===== src/rtl/pico_mips_mc.sv =====
// pico_mips_mc: multi-cycle pico MIPS core with synchronous instruction ROM,
// iterative restoring divider, HALT state, run-enable freeze and ALU flags.
module pico_mips_mc #(
   parameter  int DATA_W  = 8,
   parameter  int REG_NUM = 32,
   parameter  int PC_W    = 8,
   parameter  int IN_W    = 9,
   localparam int RA_W    = $clog2(REG_NUM),
   localparam int INSTR_W = 6 + 2*RA_W + DATA_W
) (
   input  logic               clk,
   input  logic               rst,
   input  logic               run_en,
   output logic [PC_W-1:0]    imem_addr,
   input  logic [INSTR_W-1:0] imem_rdata,
   input  logic [IN_W-1:0]    sw,
   output logic [DATA_W-1:0]  led,
   output logic [3:0]         flags,
   output logic               halted
);

   localparam int CNT_W = (DATA_W > 1) ? $clog2(DATA_W) : 1;

   typedef enum logic [1:0] {S_FETCH, S_EXEC, S_DIV, S_HALT} state_t;

   state_t              state_q, state_d;
   logic [PC_W-1:0]     pc_q, pc_d;
   logic [DATA_W-1:0]   regs_q [REG_NUM];
   logic [DATA_W-1:0]   regs_d [REG_NUM];
   logic [DATA_W-1:0]   led_q, led_d;
   logic [3:0]          flags_q, flags_d;
   logic [DATA_W-1:0]   quo_q, quo_d;
   logic [DATA_W-1:0]   rem_q, rem_d;
   logic [DATA_W-1:0]   dvs_q, dvs_d;
   logic [CNT_W-1:0]    cnt_q, cnt_d;
   logic [RA_W-1:0]     drd_q, drd_d;

   logic [5:0]          op;
   logic [RA_W-1:0]     rd, rs;
   logic [DATA_W-1:0]   imm, a, b, add_b;
   logic [DATA_W:0]     sum, dif;
   logic [2*DATA_W-1:0] prod;
   logic [IN_W+DATA_W-1:0] sw_ext;
   logic [DATA_W:0]     rem_sh, trial;
   logic [DATA_W-1:0]   quo_nx, rem_nx;
   logic [3:0]          add_fl, sub_fl;
   logic                unused_bits;

   assign op  = imem_rdata[INSTR_W-1 -: 6];
   assign rd  = imem_rdata[INSTR_W-7 -: RA_W];
   assign rs  = imem_rdata[INSTR_W-7-RA_W -: RA_W];
   assign imm = imem_rdata[DATA_W-1:0];
   assign a   = regs_q[rd];
   assign b   = regs_q[rs];

   always_comb begin
      add_b  = (op[3:0] == 4'd8) ? imm : b;
      sum    = {1'b0, a} + {1'b0, add_b};
      dif    = {1'b0, a} - {1'b0, b};
      prod   = {{DATA_W{1'b0}}, a} * {{DATA_W{1'b0}}, b};
      sw_ext = {{DATA_W{1'b0}}, sw};
      add_fl = {sum[DATA_W-1],
                (a[DATA_W-1] == add_b[DATA_W-1]) &&
                (sum[DATA_W-1] != a[DATA_W-1]),
                sum[DATA_W],
                sum[DATA_W-1:0] == '0};
      sub_fl = {dif[DATA_W-1],
                (a[DATA_W-1] != b[DATA_W-1]) &&
                (dif[DATA_W-1] != a[DATA_W-1]),
                dif[DATA_W],
                dif[DATA_W-1:0] == '0};
      // restoring step; a zero divisor never borrows, giving all-ones
      rem_sh = {rem_q, quo_q[DATA_W-1]};
      trial  = rem_sh - {1'b0, dvs_q};
      quo_nx = {quo_q[DATA_W-2:0], ~trial[DATA_W]};
      rem_nx = trial[DATA_W] ? rem_sh[DATA_W-1:0] : trial[DATA_W-1:0];
   end

   assign unused_bits = ^{prod[2*DATA_W-1:DATA_W],
                          sw_ext[IN_W+DATA_W-1:DATA_W]};

   always_comb begin
      state_d = state_q;
      pc_d    = pc_q;
      regs_d  = regs_q;
      led_d   = led_q;
      flags_d = flags_q;
      quo_d   = quo_q;
      rem_d   = rem_q;
      dvs_d   = dvs_q;
      cnt_d   = cnt_q;
      drd_d   = drd_q;
      unique case (state_q)
         S_FETCH: state_d = S_EXEC;
         S_EXEC: begin
            state_d = S_FETCH;
            pc_d    = pc_q + PC_W'(1);
            if (op[5:4] == 2'b00) begin
               unique case (op[3:0])
                  4'd0: begin
                     regs_d[rd] = sum[DATA_W-1:0];
                     flags_d    = add_fl;
                  end
                  4'd1: begin
                     regs_d[rd] = dif[DATA_W-1:0];
                     flags_d    = sub_fl;
                  end
                  4'd2: regs_d[rd] = prod[DATA_W-1:0];
                  4'd3: begin
                     quo_d   = a;
                     rem_d   = '0;
                     dvs_d   = b;
                     cnt_d   = '0;
                     drd_d   = rd;
                     pc_d    = pc_q;
                     state_d = S_DIV;
                  end
                  4'd4: regs_d[rd] = imm;
                  4'd5: if (a != b) pc_d = imm[PC_W-1:0];
                  4'd6: if (a == b) pc_d = imm[PC_W-1:0];
                  4'd7: regs_d[rd] = b;
                  4'd8: begin
                     regs_d[rd] = sum[DATA_W-1:0];
                     flags_d    = add_fl;
                  end
                  4'd9:  regs_d[rd] = sw_ext[DATA_W-1:0];
                  4'd10: led_d = a;
                  4'd11: begin
                     pc_d    = pc_q;
                     state_d = S_HALT;
                  end
                  default: ;
               endcase
            end
         end
         S_DIV: begin
            quo_d = quo_nx;
            rem_d = rem_nx;
            cnt_d = cnt_q + CNT_W'(1);
            if (cnt_q == CNT_W'(DATA_W-1)) begin
               regs_d[drd_q] = quo_nx;
               pc_d          = pc_q + PC_W'(1);
               cnt_d         = '0;
               state_d       = S_FETCH;
            end
         end
         S_HALT: ;
         default: state_d = S_FETCH;
      endcase
   end

   always_ff @(posedge clk) begin
      if (rst) begin
         state_q <= S_FETCH;
         pc_q    <= '0;
         led_q   <= '0;
         flags_q <= '0;
         quo_q   <= '0;
         rem_q   <= '0;
         dvs_q   <= '0;
         cnt_q   <= '0;
         drd_q   <= '0;
         for (int i = 0; i < REG_NUM; i++) regs_q[i] <= '0;
      end else if (run_en) begin
         state_q <= state_d;
         pc_q    <= pc_d;
         led_q   <= led_d;
         flags_q <= flags_d;
         quo_q   <= quo_d;
         rem_q   <= rem_d;
         dvs_q   <= dvs_d;
         cnt_q   <= cnt_d;
         drd_q   <= drd_d;
         for (int i = 0; i < REG_NUM; i++) regs_q[i] <= regs_d[i];
      end
   end

   assign imem_addr = pc_q;
   assign led       = led_q;
   assign flags     = flags_q;
   assign halted    = (state_q == S_HALT);

endmodule


===== config.mk =====
export PLATFORM = sky130hd
export DESIGN_NAME = pico_mips_mc
export DESIGN_NICKNAME = d
export VERILOG_FILES = /design/src/rtl/pico_mips_mc.sv
export SDC_FILE = /design/constraint.sdc
export NUM_CORES = 2
export LEC_CHECK = 0
export CAP_MARGIN = 20
export CELL_PAD_IN_SITES_DETAIL_PLACEMENT = 0
export CELL_PAD_IN_SITES_GLOBAL_PLACEMENT = 1
export CORE_UTILIZATION = 52
export DETAILED_ROUTE_END_ITERATION = 10
export GPL_TIMING_DRIVEN = 1
export PLACE_DENSITY = 0.95
export SYNTH_ARGS = -nofsm -noshare
export SYNTH_HDL_FRONTEND = slang
export SYNTH_SLANG_ARGS = --single-unit

===== constraint.sdc =====
create_clock -name clk -period 12.6 [get_ports clk]
set_input_delay 2.52 -clock clk [delete_from_list [all_inputs] [get_ports clk]]
set_output_delay 2.52 -clock clk [all_outputs]
set_load 0.01 [all_outputs]

* After elaboration in Yosys (flattened, before gate mapping) *
Index checks and enable logic that the tools add are counted.

cells by class
  add/sub/neg operators = 5
  multiply operators = 1
  order comparisons = 5
  equal/unequal tests = 26
  mux-type cells = 44
  bitwise logic cells = 4
  reduce and logical (&&, ||, !) cells = 21

operator list
  kind                                                                   count
  256-bit bitwise mux                                                    7
  256-bit one-hot mux with 6 select lines                                1
  256-bit two-way mux                                                    2
  256-bit one-hot mux with 2 select lines                                1
  8-bit two-way mux                                                      16
  8-bit binary-select mux with 5-bit select                              2
  8-bit demux with 5-bit select                                          2
  8-bit one-hot mux with 2 select lines                                  3
  8-bit one-hot mux with 3 select lines                                  1
  4-bit AND reduction                                                    5
  6-bit >= comparator, second input constant                             3
  5-bit inverter with 6-bit output                                       3
  4-bit by 3-bit equality test with 1-bit output, second input constant  4
  4-bit equality test, second input constant                             4
  8-bit zero test                                                        2
  6-bit by 1-bit < comparator with 1-bit output, second input constant   2
  8-bit by 8-bit adder with 9-bit output                                 1
  3-bit two-way mux                                                      3
  8-bit by 8-bit subtractor with 9-bit output                            1
  9-bit by 8-bit subtractor with 9-bit output                            1
  8-bit by 1-bit adder with 8-bit output, second input constant          1
  4-bit by 2-bit equality test with 1-bit output, second input constant  2
  8-bit equality test                                                    1
  8-bit by 8-bit multiplier with 8-bit output                            1
  26 further kinds                                                       37

word-level totals
  register bits = 310
  output and inout bits = 21

* Longest topological paths before layout *
  depth after elaboration = 10
  depth in mapped cells = 29
  mapped depth without buffers = 24

* Least setup slack after synthesis *
OpenSTA, ideal clock, no wires.

  kind = input -> register
  from = input port imem_rdata[13]
  to = register regs_q[199] in the netlist's numbering
  setup time = 0.122 ns
  data arrival time = 8.091 ns
  path slack = 4.387 ns
  stages on the path = 24
  path buffers = 4
  path through = buf_6 buf_4 buf_2 mux4_2 nand2_1 nand3_1 a211oi_1 nand3_1 ha_1 fa_1 ha_1 fa_1 inv_1 fa_1 inv_1 ha_1 a21oi_1 xnor2_1 xnor2_2 xnor2_1 xor3_2 buf_6 a31oi_1 a221o_1

on the way
  word-level cells in the longest chain between the ends = 9
  elaborated cells between the ends (all ways) = 21

ends and longest elaborated chain
  item                                                                       line  RTL
  from (decl)                                                                15    input logic [INSTR_W-1:0] imem_rdata,
  5-bit inverter with 6-bit output (not written as such) (*)                 53    assign a = regs_q[rd];
  8-bit binary-select mux with 5-bit select (*)                              53
  8-bit two-way mux (not written as such) (*) (2 in series)                  53
  named net a[3]                                                             40    logic [DATA_W-1:0] imm, a, b, add_b;
  8-bit by 8-bit multiplier with 8-bit output, or another cell as far along  60    prod = {{DATA_W{1'b0}}, a} * {{DATA_W{1'b0}}, b};
  256-bit bitwise mux, on equally long branches                              n/a
  256-bit one-hot mux with 6 select lines (*)                                99    unique case (op[3:0])
  256-bit two-way mux (*)                                                    98    if (op[5:4] == 2'b00) begin
  256-bit one-hot mux with 2 select lines (*)                                93    unique case (state_q)
  to (decl)                                                                  28    logic [DATA_W-1:0] regs_q [REG_NUM];

The timed path passes the listed nets; every way through them passes the cells marked *. The select of a mux whose other input is x is not followed.
A chain may end at the register's enable or synchronous reset.

* Final worst setup path *
  from = input port imem_rdata[16]
  to = register regs_q[214] in the netlist's numbering

The elaborated chain is that of the path after synthesis.

==> impl_metrics.toml <==
[status]
status = "finished with violations"
violations = "max-slew violations"

[floorplanning]
ioPinCount = 57
fp.dieW_um = 217
initial_core_util_pct = 52.9
die_h_um = 217
core_area_mm2 = 0.0456
die_area_mm2 = 0.0472
row_count = 78

[grt]
grt_pass1_wl_mm = 168
grt_most_used_layer = "met2"
grt_overflow = 0
grt_usage_pct = 47.9
grt_pass1_vias = 25100
grtUsageMet1_pct = 61.3
met3_usage_pct = 17.6
antenna_found_initial = 12
grtUsageMet2_pct = 66.2
grt_max_degree = 178

[cts]
tritoncts = "built"
cts_hold_buf = 0
post-cts-setup-buffer-count = 0
cts_resized = 0
cts_buffers = 38
clk_pin_slew_ps = 60
htreeDepth = 2
cts_root_buf = "clkbuf_16"
clock_latency_ps = 590
cts_sinks = 310
ctsLongestPathBuffers = 3

[logic_synthesis]
syn_area_per_cell_um2 = 7.71
syn_area_mm2 = 0.0241
synth-seq-cells = 310
synthArstFlopShare_pct = 0
yosys_most_used_dff = "dfxtp_1"
netlist-cell-type-count = 89
synth_seq_area_share_pct = 25.8
yosys_warnings = 0
synth_edf_count = 0
syn_nets = 3226
synth_cells = 3125

[timing]
rsz0062_at_grt = "false"
fin_worst_skew_ps = 31.5
final.setup.tns_ps = 0
tightest_slew_ps = 1540
fin_crit_ps = 10650
setup_viol = 0
relSlewSlack_pct = -2.36
hold_violations = 0
fmaxAchievable_mhz = 93.9
setup_slack_ps = 1950
slew_viol_final = 16
fin_crit_sh_pct = 84.5
whs_ps = 451

[place]
hpwl_mm = 77.0
post-place-ws_ps = 1910
gp_congestion = 1.08
io_buffers = 55

[pwr]
power_uw = 2730
leakagePower_uw = 0.00914
ir_drop_mv = 0.114
p_per_area_mw_per_mm2 = 105

[routing]
ant_nets = 0
drc = 0
wirelength_mm = 116
dr.pass1.iters = 9
viasPerCell = 7.74
drt_first_iter_violations = 4805
routedWlPerCell_um = 32.0
vias = 28100

[job]
max_cap_viol_count = 0

[worst_setup_path]
critPathSlowestCell = "a221oi_4"
critPathCaptureType = "flop"
crit_chain = "clkdlybuf4s50_1 > nand3b_1 > nor2_1 > o21a_1 > a211oi_1 > nand3_1 > ha_1 > fa_1 > ha_1 > fa_1 > inv_1 > fa_1 > inv_1 > ha_1 > xnor2_1 > a222oi_1 > o21ai_0 > a221oi_4 > buf_4 > o21ai_0 > a32o_1"
crit_type = "input pin to flop"
cp.required_ps = 13060
worstPathArrival_ps = 11110
critPathLaunchType = "input pin"
crit_fanout = 17
slowest_delay_ps = 1170

[finish]
areaGrowthSynthToFinish_pct = 8.27
fillers = 4136
fin_util_pct = 57.2
final_nets = 3099
layout-drive-gt1-share_pct = 9.75

[min_path]
worstHoldPathType = "flop to flop"
[cell families after synthesis]
group	count (synthesis)	share of synthesized area (%)
buf+inv	367	6.70
simple gates	952	18.3
xor+xnor	34	1.39
compound gates	1194	30.9
flops	310	25.8
mux	203	13.1
fa+ha+maj	65	3.84
[synth_stat cells, types with 18 or more instances]
cell type | count | area [um^2]
a21oi_1 | 327 | 1640
a221o_1 | 20 | 200
a221oi_1 | 25 | 219
a22oi_1 | 26 | 195
a31oi_1 | 170 | 1060
a32o_1 | 22 | 220
buf_1 | 23 | 86.3
buf_2 | 41 | 205
clkbuf_1 | 208 | 781
dfxtp_1 | 310 | 6210
ha_1 | 50 | 626
inv_1 | 65 | 244
mux2_2 | 18 | 203
mux2i_1 | 98 | 981
mux4_2 | 82 | 1850
nand2_1 | 272 | 1020
nand2b_1 | 34 | 213
nand3_1 | 188 | 941
nor2_1 | 281 | 1050
nor2b_1 | 26 | 163
nor3_1 | 33 | 165
o2111ai_1 | 18 | 158
o21ai_0 | 340 | 1700
o21ai_1 | 20 | 100
o22ai_1 | 30 | 188
o311a_1 | 48 | 480
o311ai_0 | 19 | 166
xnor2_1 | 22 | 193
[report_power, final]
part / switching (uW) / total, uW / internal, uW
clock: 479 / 1160 / 684
sequential: 8.19 / 994 / 986
combinational: 436 / 572 / 135
[worst max-delay path: cells and delay by family]
| family | cells | cell delay (ps) |
|---|---|---|
| compound gates | 7 | 3120 |
| xor+xnor | 1 | 170 |
| fa+ha+maj | 6 | 2490 |
| buf+inv | 4 | 1380 |
| simple gates | 3 | 1370 |
[area by class of cell]
cell class                      count  area [um^2]  area share (%)
Clock inverter                     12          135           0.518
Multi-Input combinational cell   2448        16400            62.8
Sequential cell                   310         6210            23.8
Timing Repair Buffer              134         1190            4.56
Inverter                           66          248           0.950
Clock buffer                       55         1170            4.47
Antenna cell                        8         20.0          0.0767
Tap cell                          600          751            2.88
[state kept, by name (all words and copies together) (netlist names)]
register	flops
cnt_q	3
drd_q	5
dvs_q	8
flags	4
imem_addr	8
led	8
quo_q	8
regs_q	256
rem_q	8
state_q	2
[metal layers]
layer | up-vias | share of wire, %
met5 | - | 0.052
met4 | 10 | 8.5
met3 | 642 | 16
met2 | 2647 | 40
met1 | 13300 | 36
li1 | 11600 | -
[layout by cell type, fill, tap and decap left out, types with 26 or more instances in the layout]
| master | instances |
|---|---|
| buf_4 | 64 |
| clkdlybuf4s50_1 | 50 |
| o311a_1 | 48 |
| dfxtp_1 | 310 |
| clkbuf_16 | 39 |
| nand2_1 | 272 |
| mux4_2 | 82 |
| nand2b_1 | 34 |
| nor2_1 | 279 |
| o22ai_1 | 30 |
| a21oi_1 | 326 |
| ha_1 | 49 |
| inv_1 | 65 |
| nor3_1 | 31 |
| o21ai_0 | 338 |
| mux2i_1 | 98 |
| a31oi_1 | 170 |
| nand3_1 | 188 |
| a22oi_1 | 26 |
[final timing paths]
| check | from | endpoint | slack, ps | cells after the start |
|---|---|---|---|---|
| max | imem_rdata[16] | regs_q[214] | 1950 | 21 |
| min | quo_q[1] | quo_q[1] | 450 | 2 |
| max reg2reg | regs_q[131] | regs_q[214] | 4680 | 20 |
| min reg2reg | quo_q[1] | quo_q[1] | 450 | 2 |
[through the flow]
step / std cells / cell area, um^2
floorplan: 3125 / 24100
global placement: 3544 / 24700
detailed placement: 3546 / 24700
CTS: 3613 / 26000
global route: 3625 / 26100
finish: 3633 / 26100
(Power assumes the default switching activity.)
